### src/rtl/pkt_len_feed_pkg.sv
// Shared types and helpers for the GEM transmit length feed.
package gem_mm2s_pkg;

  localparam int LEN_WIDTH_DEF  = 11;
  localparam int SLOTS_LOG2_DEF = 2;

  // Bytes carried by one data-bus beat.
  function automatic int beat_bytes(input int bus_width);
    return bus_width / 8;
  endfunction

  typedef logic [LEN_WIDTH_DEF-1:0]  pkt_len_t;
  typedef logic [SLOTS_LOG2_DEF:0]   slot_ptr_t;

  typedef enum logic [0:0] {
    RD_IDLE,
    RD_READ
  } rd_state_t;

endpackage

### src/rtl/pkt_len_feed_if.sv
// Handshake bundle between the length feed and its ingress, PS and GEM-read neighbours.
interface pkt_len_feed_if #(
  parameter int ADDR_WIDTH = 12,
  parameter int LEN_WIDTH  = 11
) ();

  logic                  i_last;
  logic                  i_last_valid;
  logic                  i_last_ready;
  logic [LEN_WIDTH-1:0]  o_len_data;
  logic                  o_len_valid;
  logic                  i_len_ready;
  logic                  o_tx_request;
  logic [ADDR_WIDTH-1:0] i_addr_data;
  logic                  i_addr_valid;
  logic                  i_addr_ready;
  logic                  i_tx_complete;
  logic                  o_beat_pop;
  logic                  o_beat_pad;
  logic                  o_beat_last;
  logic                  o_err;

  modport slave (
    input  i_last, i_last_valid, i_len_ready, i_addr_data, i_addr_valid, i_tx_complete,
    output i_last_ready, o_len_data, o_len_valid, o_tx_request, i_addr_ready,
           o_beat_pop, o_beat_pad, o_beat_last, o_err
  );

  modport master (
    output i_last, i_last_valid, i_len_ready, i_addr_data, i_addr_valid, i_tx_complete,
    input  i_last_ready, o_len_data, o_len_valid, o_tx_request, i_addr_ready,
           o_beat_pop, o_beat_pad, o_beat_last, o_err
  );

endinterface

### src/rtl/pkt_len_feed_ring.sv
// Packet length ring: slots are written at ingress, announced to the PS,
// consumed by the GEM read side and freed on TX completion.
module pkt_len_ring #(
  parameter int LEN_WIDTH  = 11,
  parameter int SLOTS_LOG2 = 2
) (
  input  logic                 clk,
  input  logic                 reset_n,
  input  logic                 push,
  input  logic [LEN_WIDTH-1:0] push_len,
  input  logic                 ps_pop,
  input  logic                 rd_pop,
  input  logic                 free_pop,
  output logic                 full,
  output logic                 announced,
  output logic                 readable,
  output logic                 completable,
  output logic [LEN_WIDTH-1:0] ps_len,
  output logic [LEN_WIDTH-1:0] rd_len
);

  localparam int SLOTS = 1 << SLOTS_LOG2;
  localparam logic [SLOTS_LOG2:0] PTR_ONE   = 1;
  localparam logic [SLOTS_LOG2:0] PTR_SLOTS = (SLOTS_LOG2 + 1)'(SLOTS);

  logic [SLOTS_LOG2:0]  wr_q, wr_d;
  logic [SLOTS_LOG2:0]  ps_q, ps_d;
  logic [SLOTS_LOG2:0]  rd_q, rd_d;
  logic [SLOTS_LOG2:0]  free_q, free_d;
  logic [LEN_WIDTH-1:0] slot_q [SLOTS];
  logic [LEN_WIDTH-1:0] slot_d [SLOTS];

  assign full        = (wr_q - free_q) == PTR_SLOTS;
  assign announced   = ps_q != wr_q;
  assign readable    = rd_q != ps_q;
  assign completable = free_q != rd_q;
  assign ps_len      = slot_q[ps_q[SLOTS_LOG2-1:0]];
  assign rd_len      = slot_q[rd_q[SLOTS_LOG2-1:0]];

  // Advance each pointer on its own event and capture pushed lengths.
  always_comb begin
    wr_d   = wr_q;
    ps_d   = ps_q;
    rd_d   = rd_q;
    free_d = free_q;
    slot_d = slot_q;
    if (push) begin
      slot_d[wr_q[SLOTS_LOG2-1:0]] = push_len;
      wr_d = wr_q + PTR_ONE;
    end
    if (ps_pop)   ps_d   = ps_q + PTR_ONE;
    if (rd_pop)   rd_d   = rd_q + PTR_ONE;
    if (free_pop) free_d = free_q + PTR_ONE;
  end

  // Pointer and slot registers.
  always_ff @(posedge clk or negedge reset_n) begin
    if (!reset_n) begin
      wr_q   <= '0;
      ps_q   <= '0;
      rd_q   <= '0;
      free_q <= '0;
      for (int i = 0; i < SLOTS; i++) slot_q[i] <= '0;
    end else begin
      wr_q   <= wr_d;
      ps_q   <= ps_d;
      rd_q   <= rd_d;
      free_q <= free_d;
      slot_q <= slot_d;
    end
  end

endmodule

### src/rtl/pkt_len_feed.sv
// Transmit length feed: counts ingress beats into packet lengths, hands them
// to the PS, and steers each GEM read beat to real data or zero padding.
module pkt_len_feed
  import gem_mm2s_pkg::*;
#(
  parameter int ADDR_WIDTH     = 12,
  parameter int BUS_WIDTH      = 32,
  parameter int BASE_ADDR      = 0,
  parameter int LEN_WIDTH      = 11,
  parameter int PKT_SLOTS_LOG2 = 2
) (
  input  logic           clk,
  input  logic           reset_n,
  pkt_len_feed_if.slave  bus
);

  localparam int BEAT_BYTES = beat_bytes(BUS_WIDTH);
  localparam int BYTES_W    = LEN_WIDTH + $clog2(BEAT_BYTES) + 1;

  localparam logic [BYTES_W-1:0]    ONE_W     = 1;
  localparam logic [BYTES_W-1:0]    BB_W      = BYTES_W'(BEAT_BYTES);
  localparam logic [BYTES_W-1:0]    LEN_MAX_W = BYTES_W'((1 << LEN_WIDTH) - 1);
  localparam logic [LEN_WIDTH-1:0]  BB_LEN    = LEN_WIDTH'(BEAT_BYTES);
  localparam logic [LEN_WIDTH-1:0]  CNT_ONE   = 1;
  localparam logic [ADDR_WIDTH-1:0] BASE      = ADDR_WIDTH'(BASE_ADDR);

  logic                 full, announced, readable, completable;
  logic [LEN_WIDTH-1:0] ps_len, rd_len;
  logic                 push, ps_pop, rd_pop, free_pop;
  logic [LEN_WIDTH-1:0] push_len;
  logic                 len_sat;

  logic [LEN_WIDTH-1:0] beat_cnt_q, beat_cnt_d;
  logic [BYTES_W-1:0]   byte_cnt;
  logic                 tx_request_q, tx_request_d;

  rd_state_t            state_q, state_d;
  logic [LEN_WIDTH-1:0] remain_q, remain_d;
  logic [LEN_WIDTH-1:0] src;
  logic                 is_base, addr_ready, start, fsm_err;
  logic                 beat_pop_q, beat_pop_d;
  logic                 beat_pad_q, beat_pad_d;
  logic                 beat_last_q, beat_last_d;
  logic                 err_q, err_d;

  pkt_len_ring #(
    .LEN_WIDTH  (LEN_WIDTH),
    .SLOTS_LOG2 (PKT_SLOTS_LOG2)
  ) u_ring (
    .clk         (clk),
    .reset_n     (reset_n),
    .push        (push),
    .push_len    (push_len),
    .ps_pop      (ps_pop),
    .rd_pop      (rd_pop),
    .free_pop    (free_pop),
    .full        (full),
    .announced   (announced),
    .readable    (readable),
    .completable (completable),
    .ps_len      (ps_len),
    .rd_len      (rd_len)
  );

  assign byte_cnt = (BYTES_W'(beat_cnt_q) + ONE_W) * BB_W;
  assign ps_pop   = announced && bus.i_len_ready;
  assign free_pop = bus.i_tx_complete && completable;
  assign is_base  = bus.i_addr_data == BASE;

  assign bus.i_last_ready = !full;
  assign bus.o_len_valid  = announced;
  assign bus.o_len_data   = ps_len;
  assign bus.i_addr_ready = addr_ready;
  assign bus.o_tx_request = tx_request_q;
  assign bus.o_beat_pop   = beat_pop_q;
  assign bus.o_beat_pad   = beat_pad_q;
  assign bus.o_beat_last  = beat_last_q;
  assign bus.o_err        = err_q;

  // Ingress: count accepted beats and close a packet length on TLAST, saturating oversize packets.
  always_comb begin
    beat_cnt_d   = beat_cnt_q;
    push         = 1'b0;
    push_len     = byte_cnt[LEN_WIDTH-1:0];
    len_sat      = 1'b0;
    if (bus.i_last_valid && !full) begin
      if (bus.i_last) begin
        push       = 1'b1;
        beat_cnt_d = '0;
        if (byte_cnt > LEN_MAX_W) begin
          push_len = '1;
          len_sat  = 1'b1;
        end
      end else if (beat_cnt_q != '1) begin
        beat_cnt_d = beat_cnt_q + CNT_ONE;
      end
    end
    tx_request_d = push;
  end

  // Read FSM: a BASE beat opens the next announced packet; each accepted beat pops data until the length runs out, then pads.
  always_comb begin
    state_d     = state_q;
    remain_d    = remain_q;
    addr_ready  = 1'b0;
    rd_pop      = 1'b0;
    start       = 1'b0;
    fsm_err     = 1'b0;
    beat_pop_d  = 1'b0;
    beat_pad_d  = 1'b0;
    beat_last_d = 1'b0;
    case (state_q)
      RD_IDLE: begin
        addr_ready = is_base && readable;
        if (bus.i_addr_valid && !is_base) fsm_err = 1'b1;
      end
      RD_READ: begin
        if (is_base) begin
          addr_ready = readable;
          if (bus.i_addr_valid && remain_q != '0) fsm_err = 1'b1;
        end else begin
          addr_ready = 1'b1;
        end
      end
      default: state_d = RD_IDLE;
    endcase
    if (bus.i_addr_valid && addr_ready && is_base) begin
      start   = 1'b1;
      rd_pop  = 1'b1;
      state_d = RD_READ;
    end
    src = start ? rd_len : remain_q;
    if (bus.i_addr_valid && addr_ready) begin
      beat_pop_d  = src != '0;
      beat_pad_d  = src == '0;
      beat_last_d = (src != '0) && (src <= BB_LEN);
      remain_d    = (src > BB_LEN) ? (src - BB_LEN) : '0;
    end
  end

  // Sticky error collects length saturation, read protocol faults and spurious completions.
  always_comb begin
    err_d = err_q | len_sat | fsm_err | (bus.i_tx_complete && !completable);
  end

  // State, counter and registered output flops.
  always_ff @(posedge clk or negedge reset_n) begin
    if (!reset_n) begin
      beat_cnt_q   <= '0;
      tx_request_q <= 1'b0;
      state_q      <= RD_IDLE;
      remain_q     <= '0;
      beat_pop_q   <= 1'b0;
      beat_pad_q   <= 1'b0;
      beat_last_q  <= 1'b0;
      err_q        <= 1'b0;
    end else begin
      beat_cnt_q   <= beat_cnt_d;
      tx_request_q <= tx_request_d;
      state_q      <= state_d;
      remain_q     <= remain_d;
      beat_pop_q   <= beat_pop_d;
      beat_pad_q   <= beat_pad_d;
      beat_last_q  <= beat_last_d;
      err_q        <= err_d;
    end
  end

endmodule

### src/flat_wrapper.sv
// flat-port wrapper written by rule: the top's interface ports become plain ports
module pkt_len_feed_flat import gem_mm2s_pkg::*;
#(
  parameter int ADDR_WIDTH     = 12,
  parameter int BUS_WIDTH      = 32,
  parameter int BASE_ADDR      = 0,
  parameter int LEN_WIDTH      = 11,
  parameter int PKT_SLOTS_LOG2 = 2
)
  (clk, reset_n, bus_i_last, bus_i_last_valid, bus_i_len_ready, bus_i_addr_data, bus_i_addr_valid, bus_i_tx_complete, bus_i_last_ready, bus_o_len_data, bus_o_len_valid, bus_o_tx_request, bus_i_addr_ready, bus_o_beat_pop, bus_o_beat_pad, bus_o_beat_last, bus_o_err);
  pkt_len_feed_if #(.ADDR_WIDTH(ADDR_WIDTH), .LEN_WIDTH(LEN_WIDTH)) bus_i ();
  input  logic clk;
  input  logic reset_n;
  input wire logic [$bits(bus_i.i_last)-1:0] bus_i_last;
  input wire logic [$bits(bus_i.i_last_valid)-1:0] bus_i_last_valid;
  input wire logic [$bits(bus_i.i_len_ready)-1:0] bus_i_len_ready;
  input wire logic [$bits(bus_i.i_addr_data)-1:0] bus_i_addr_data;
  input wire logic [$bits(bus_i.i_addr_valid)-1:0] bus_i_addr_valid;
  input wire logic [$bits(bus_i.i_tx_complete)-1:0] bus_i_tx_complete;
  output wire logic [$bits(bus_i.i_last_ready)-1:0] bus_i_last_ready;
  output wire logic [$bits(bus_i.o_len_data)-1:0] bus_o_len_data;
  output wire logic [$bits(bus_i.o_len_valid)-1:0] bus_o_len_valid;
  output wire logic [$bits(bus_i.o_tx_request)-1:0] bus_o_tx_request;
  output wire logic [$bits(bus_i.i_addr_ready)-1:0] bus_i_addr_ready;
  output wire logic [$bits(bus_i.o_beat_pop)-1:0] bus_o_beat_pop;
  output wire logic [$bits(bus_i.o_beat_pad)-1:0] bus_o_beat_pad;
  output wire logic [$bits(bus_i.o_beat_last)-1:0] bus_o_beat_last;
  output wire logic [$bits(bus_i.o_err)-1:0] bus_o_err;
  assign bus_i.i_last = bus_i_last;
  assign bus_i.i_last_valid = bus_i_last_valid;
  assign bus_i.i_len_ready = bus_i_len_ready;
  assign bus_i.i_addr_data = bus_i_addr_data;
  assign bus_i.i_addr_valid = bus_i_addr_valid;
  assign bus_i.i_tx_complete = bus_i_tx_complete;
  assign bus_i_last_ready = bus_i.i_last_ready;
  assign bus_o_len_data = bus_i.o_len_data;
  assign bus_o_len_valid = bus_i.o_len_valid;
  assign bus_o_tx_request = bus_i.o_tx_request;
  assign bus_i_addr_ready = bus_i.i_addr_ready;
  assign bus_o_beat_pop = bus_i.o_beat_pop;
  assign bus_o_beat_pad = bus_i.o_beat_pad;
  assign bus_o_beat_last = bus_i.o_beat_last;
  assign bus_o_err = bus_i.o_err;
  pkt_len_feed #(.ADDR_WIDTH(ADDR_WIDTH), .BUS_WIDTH(BUS_WIDTH), .BASE_ADDR(BASE_ADDR), .LEN_WIDTH(LEN_WIDTH), .PKT_SLOTS_LOG2(PKT_SLOTS_LOG2)) u_core (.clk(clk), .reset_n(reset_n), .bus(bus_i));
endmodule
### config.mk
export PLATFORM = sky130hd
export DESIGN_NAME = pkt_len_feed_flat
export DESIGN_NICKNAME = d
export VERILOG_FILES = /design/src/rtl/pkt_len_feed_pkg.sv /design/src/rtl/pkt_len_feed_if.sv /design/src/rtl/pkt_len_feed_ring.sv /design/src/rtl/pkt_len_feed.sv /design/src/flat_wrapper.sv
export SDC_FILE = /design/constraint.sdc
export NUM_CORES = 1
export LEC_CHECK = 0
export ABC_CLOCK_PERIOD_IN_PS = 4360
export CAP_MARGIN = 15
export CORE_MARGIN = 10
export CORE_UTILIZATION = 59
export CTS_CLUSTER_SIZE = 10
export DETAILED_ROUTE_END_ITERATION = 16
export PLACE_DENSITY = 0.81
export SLEW_MARGIN = 10
export SYNTH_ARGS = -nofsm -noshare
export SYNTH_HDL_FRONTEND = slang
export SYNTH_HIERARCHICAL = 1
export SYNTH_SLANG_ARGS = --single-unit
### constraint.sdc
create_clock -name clk -period 4.36 [get_ports clk]
set_input_delay 0.872 -clock clk [delete_from_list [all_inputs] [get_ports clk]]
set_output_delay 0.872 -clock clk [all_outputs]
set_load 0.02 [all_outputs]
# ---- Yosys cells after proc, flatten, opt, wreduce, memory -nomap -nowiden
# Cells that the tools add are included.
dict set report word_totals {
  word_cells 94
  output_inout_bits 19
  regBits 84
}
dict set report op_classes {
  reduce_logical 20
  eq_ne 5
  add_sub_neg 8
  muxes 31
  magnitude_cmp 7
  bitwise 7
}
# operator n
set ops {}
lappend ops {{2-to-1 mux 11 bit} 12}
lappend ops {{binary-select mux 11 bit (select 2 bit)} 2}
lappend ops {{bitwise mux 44 bit} 1}
lappend ops {{demux 11 bit (select 2 bit)} 1}
lappend ops {{nonzero test 11 bit} 2}
lappend ops {{> comparator 14 x 11 -> 1 bit (second input constant)} 1}
lappend ops {{2-to-1 mux 1 bit} 13}
lappend ops {{adder 11 x 1 -> 12 bit (second input constant)} 1}
lappend ops {{adder 3 x 1 -> 3 bit (second input constant)} 4}
lappend ops {{zero test 12 bit} 1}
lappend ops {{adder 11 x 1 -> 11 bit (second input constant)} 1}
lappend ops {{> comparator 11 x 3 -> 1 bit (second input constant)} 1}
lappend ops {{<= comparator 11 x 3 -> 1 bit (second input constant)} 1}
lappend ops {{logical AND 1 bit} 11}
lappend ops {{zero test 11 bit} 1}
lappend ops {{!= test 11 bit (second input constant)} 1}
lappend ops {{subtractor 11 x 3 -> 11 bit (second input constant)} 1}
lappend ops {{greater-or-equal comparator 3 bit (second input constant)} 3}
lappend ops {{!= test 3 bit} 3}
lappend ops {{inverter 2 -> 3 bit} 3}
lappend ops {{case mux 1 bit (2 select lines)} 2}
lappend ops {{equality test 3 bit (second input constant)} 1}
lappend ops {{zero test 1 bit} 3}
lappend ops {{< comparator 3 x 1 -> 1 bit (second input constant)} 1}
lappend ops {{other kinds (5)} 7}

# ---- Depth between registers and ports, before layout
dict set report logic_depth {
  depth_word 10
  ltp_mapped 16
  mapped_depth_nobuf 12
}

# ---- Cells and area by module
# Netlist, hierarchy kept.
# module area_per_inst_um2 instances cells_each
set by_module_without_submodules {}
lappend by_module_without_submodules {pkt_len_ring 2906.5 1 182}
lappend by_module_without_submodules {pkt_len_feed 1954.4 1 233}

# ---- Worst setup path after synthesis
# No wires, ideal clock.
dict set report synth_timing {
  kind {input-to-reg}
  start {input bus_i_addr_data[9]}
  end {register u_core.remain_q[6]}
  path_slack_ns 0.434
  arrival_ns 3.843
  cell_stages 11
  setup_ns 0.083
  n_path_buf 2
  cell_sequence {or4_4 -> or4_4 -> buf_6 -> buf_2 -> mux2i_1 -> ha_1 -> inv_1 -> or3_1 -> mux2_2 -> o32a_1 -> o22ai_1}
}
dict set report synth_between {
  elab_chain_cells 9
  elab_cells_between_ends 11
  cone_classes {add/sub (1); order compare (1); mux (5); reduce/logical (4)}
}
# element line
set synth_lines {}
lappend synth_lines {{start: declaration} flat_wrapper.sv:17} ;# input wire logic [$bits(bus_i.i_addr_data)-1:0] bus_i_addr_data;
lappend synth_lines {{zero test 12 bit (*)} pkt_len_feed.sv:68} ;# assign is_base = bus.i_addr_data == BASE;
lappend synth_lines {{2-to-1 mux 1 bit / logical AND 1 bit (equally long branches)} {pkt_len_feed.sv:118, pkt_len_feed.sv:114}}
lappend synth_lines {{case mux 1 bit (2 select lines)} pkt_len_feed.sv:112} ;# case (state_q)
lappend synth_lines {{logical AND 1 bit} {pkt_len_feed.sv:127, pkt_len_feed.sv:133}}
lappend synth_lines {{logical AND 1 bit} pkt_len_feed.sv:127} ;# if (bus.i_addr_valid && addr_ready && is_base) begin
lappend synth_lines {{2-to-1 mux 1 bit} pkt_len_feed.sv:127}
lappend synth_lines {{2-to-1 mux 11 bit} pkt_len_feed.sv:132} ;# src = start ? rd_len : remain_q;
lappend synth_lines {{subtractor 11 x 3 -> 11 bit / > comparator 11 x 3 -> 1 bit (equally long branches)} pkt_len_feed.sv:137} ;# remain_d = (src > BB_LEN) ? (src - BB_LEN) : '0;
lappend synth_lines {{2-to-1 mux 11 bit} pkt_len_feed.sv:137}
lappend synth_lines {{end signal: assignment} pkt_len_feed.sv:161} ;# remain_q <= remain_d;
lappend synth_lines {{end: declaration} pkt_len_feed.sv:38} ;# logic [LEN_WIDTH-1:0] remain_q, remain_d;
# Mark *: on every way between the ends. The rest lies on a longest branch, timed or not.
# A chain may end at the register's enable or synchronous reset.

# ---- Worst setup path in the final report
dict set report layout_timing {
  start {input bus_i_addr_data[9]}
  end {output bus_i_addr_ready}
}
dict set report layout_between {
  elab_chain_cells 3
  elab_cells_between_ends 4
  cone_classes {mux (2); reduce/logical (2)}
}
# element line
set layout_lines {}
lappend layout_lines {{zero test 12 bit (*)} pkt_len_feed.sv:68}
lappend layout_lines {{2-to-1 mux 1 bit / logical AND 1 bit (equally long branches)} {pkt_len_feed.sv:118, pkt_len_feed.sv:114}}
lappend layout_lines {{case mux 1 bit (2 select lines) (*)} pkt_len_feed.sv:112}
lappend layout_lines {{end: declaration} flat_wrapper.sv:24} ;# output wire logic [$bits(bus_i.i_addr_ready)-1:0] bus_i_addr_ready;
# Marks and branches as above.

==> results_dict.tcl <==
set metrics [dict create \
    drive_gt1_share_pct 20.4 \
    overflow 0 \
    syn_area_mm2 0.00486 \
    cp_slowest_stage_delay_ps 600 \
    max_slew.worst_pin.slew_ps 1070 \
    critPathTopFamily "buffers and inverters" \
    post-cts-setup-buffers 0 \
    dr.pass1.iters 5 \
    antenna_found_initial 0 \
    rows 33 \
    crit_type "input pin to output pin" \
    min_to "u_core/u_ring/slot_q[23]" \
    tritoncts "yes" \
    max-vdd-ir-drop_uv 371 \
    syn_nets 447 \
    r2r_cells 11 \
    clk_latency_ps 360 \
    totalWireLength_mm 10.8 \
    fmax_ghz 0.252 \
    final-seq-area_mm2 0.00210 \
    path_clk_slew_ps 90 \
    period_needed_ps 3970 \
    initial_core_util_pct 59.8 \
    hold_violations 0 \
    path_buf_inv 2 \
    cp.required_ps 3490 \
    critPathSlowestCell "clkdlybuf4s50_1" \
    wl_per_cell_um 19.3 \
    synth_cell_types 51 \
    worstHoldPathCells 1 \
    cap_viol_max_count 0 \
    fin_skew_ps 12.5 \
    num-nets-final 483 \
    drt-vias-per-instance 6.16 \
    cp-end-kind "output pin" \
    synth_ff_type "dfrtp_1" \
    synth_top_area_cell "dfrtp_1" \
    worstPathArrival_ps 3090 \
    die_h_um 111 \
    fin_area_mm2 0.00543 \
    diodes 0 \
    crit_path_max_fanout 4 \
    crit_chain "clkdlybuf4s50_1, or4_4, or3_1, mux2_2, clkdlybuf4s50_1" \
    power_density_mw_per_mm2 437 \
    r2r-start "u_core/u_ring/ps_q[1]" \
    worstReg2RegEnd "u_core/remain_q[1]" \
    route.detailed.drc 0 \
    drtIter0Drc 251 \
    async_flop_share_pct 100 \
    area_growth_pct 11.7 \
    syn_inst 415 \
    cts_buffers 9 \
    die_area_mm2 0.0123 \
    fin_crit_sh_pct 91.0 \
    postPlaceCellArea_mm2 0.00527 \
    htree_levels 3 \
    critPathMostFrequentCell "clkdlybuf4s50_1" \
    setup_viol_count_final 0 \
    n_fill_cell 619 \
    io_pins 38 \
    vias 3449 \
    grt_pass1_wl_mm 18.1 \
    hold_class "register to register" \
    grt_pass1_vias 3552 \
    drv_slew 0 \
    ys_ff_latch 84 \
    ant_nets 0 \
    routabilityCongestion 0.911 \
    coreArea_mm2 0.00813 \
    yosys_warnings 6 \
    die_w_um 111 \
    slew-limit-headroom_pct 28.5 \
    clock_path_buffers 2 \
    synth_area_per_cell_um2 11.7 \
    fin_util_pct 66.8 \
    synth_edf_count 0 \
    ctsHoldBuffers 0 \
    grt_use_total_pct 17.6 \
    ctsRootBufferMaster "clkbuf_8" \
    r2r_slack_ps 740 \
    fin_setup_tns_ps 0 \
    grt_start_max_net_pins 85 \
    hp-start "u_core/u_ring/slot_q[23]" \
    synth_top_cells_by_area "dfrtp_1 43%, mux2_2 12%, mux4_2 6.5%, mux4_1 4.3%, xnor2_1 4.1%" \
    outcome "finished, final reports clean" \
    multi_input_area_mm2 0.00255 \
    critPathLaunchType "input pin" \
    seq_area_frac_synth_pct 43.2 \
    synth_top_area_share_pct 43.2 \
    post_cts_resized 0 \
    io_buffer_count 37 \
    leakagePower_nw 2.48 \
    dp_hpwl_mm 7.67 \
    rsz0062_at_grt "no" \
    cts.sinks 84 \
]
## cells in the mapped netlist (all sizes together), types with 2 or more instances
cell type / number
or3: 8
nand2b: 2
nor2b: 2
o211ai: 5
mux2: 50
or2: 2
nor3b: 2
buf: 13
clkbuf: 6
a31oi: 4
o32a: 2
and2: 4
nor4: 4
a21oi: 18
xnor2: 23
mux2i: 5
nand2: 37
xor2: 8
or4: 7
nor2: 18
a21boi: 2
dfrtp: 84
ha: 13
and3: 3
o31ai: 4
nand3: 16
a22o: 3
o31a: 2
mux4: 22
o21ai: 12
inv: 15
nand4: 2
nor3: 6
## worst register-to-register path: cells and delay by family (launching register included)
family | cells | cell delay [ps]
simple gates | 4 | 980
fa+ha+maj | 1 | 220
compound gates | 3 | 580
xor+xnor | 1 | 120
flops | 1 | 810
mux | 2 | 780
## worst max path at each step
| stage | startpoint | to | slack, ps | cells after the start |
|---|---|---|---|---|
| global placement | bus_i_addr_data[9] | u_core/remain_q[1] | 180 | 10 |
| CTS | bus_i_addr_data[8] | bus_i_addr_ready | 380 | 5 |
| detailed placement | bus_i_addr_data[9] | u_core/remain_q[0] | 90 | 10 |
| floorplan | bus_i_addr_data[9] | u_core/remain_q[6] | 430 | 11 |
| finish | bus_i_addr_data[9] | bus_i_addr_ready | 390 | 5 |
| global route | bus_i_addr_data[9] | u_core/remain_q[1] | 240 | 10 |
## layout make-up
| class | instances | area share (%) |
|---|---|---|
| multi-input combinational | 296 | 46.9 |
| sequential | 84 | 38.7 |
| timing repair buffer | 44 | 7.74 |
| tap | 105 | 2.42 |
| clock buffer | 10 | 2.35 |
| inverter | 16 | 1.34 |
| clock inverter | 5 | 0.553 |
## cells in the final DEF (no fill, tap or decap), drive strengths merged, types with 3 or more instances in the layout
cell and n:
a21oi 18, a22o 3, a31oi 4, and2 4, and3 3, buf 8
clkbuf 10, clkdlybuf4s50 36, clkinv 4, dfrtp 84, ha 13, inv 15
mux2 50, mux2i 5, mux4 22, nand2 37, nand3 16, nor2 18
nor3 6, nor4 4, o211ai 5, o21ai 12, o31ai 4, or3 8
or4 7, xnor2 23, xor2 8
## sequential cells by signal, indices dropped and copies added, names as in the netlist
signal / flops
u_core/u_ring/wr_q: 3
u_core/bus.o_beat_last: 1
u_core/remain_q: 11
u_core/bus.o_tx_request: 1
u_core/u_ring/ps_q: 3
u_core/u_ring/slot_q: 44
u_core/u_ring/rd_q: 3
u_core/bus.o_beat_pop: 1
u_core/u_ring/free_q: 3
u_core/state_q: 1
u_core/bus.o_beat_pad: 1
u_core/beat_cnt_q: 11
u_core/bus.o_err: 1
## per-stage QoR
stage	hold slack (ps)	setup WS, ps	power, mW	cells
after detailed placement	511	87.8	1.92	545
after global placement	496	176	1.88	545
final	529	393	2.37	560
after CTS	528	379	2.39	560
after global routing	547	244	2.52	560
after floorplan	479	434	1.67	415
## power by group
group | switching [mW] | internal, mW | leakage (nW)
logic | 0.438 | 0.430 | 1.28
registers | 0.139 | 0.893 | 1.13
clock network | 0.271 | 0.201 | 0.0779
total | 0.849 | 1.52 | 2.48
## layer usage
layer | GRT usage, % | wire (µm) | up-vias
li1 | - | - | 1604
met1 | 22.2 | 4780 | 1727
met2 | 29.3 | 5330 | 102
met3 | 2.98 | 489 | 16
met4 | 7.12 | 179 | 0
met5 | 0 | 0 | -
## logic make-up after synthesis
group / synth area share (%)
AND/OR/NAND/NOR: 11.8
multiplexers: 23.5
flip-flops: 43.2
buffers and inverters: 4.35
AO/OA/AOI/OAI: 8.19
adder cells (fa/ha/maj): 3.35
XOR/XNOR: 5.59
Note: power is estimated with default switching activity, not from simulation.
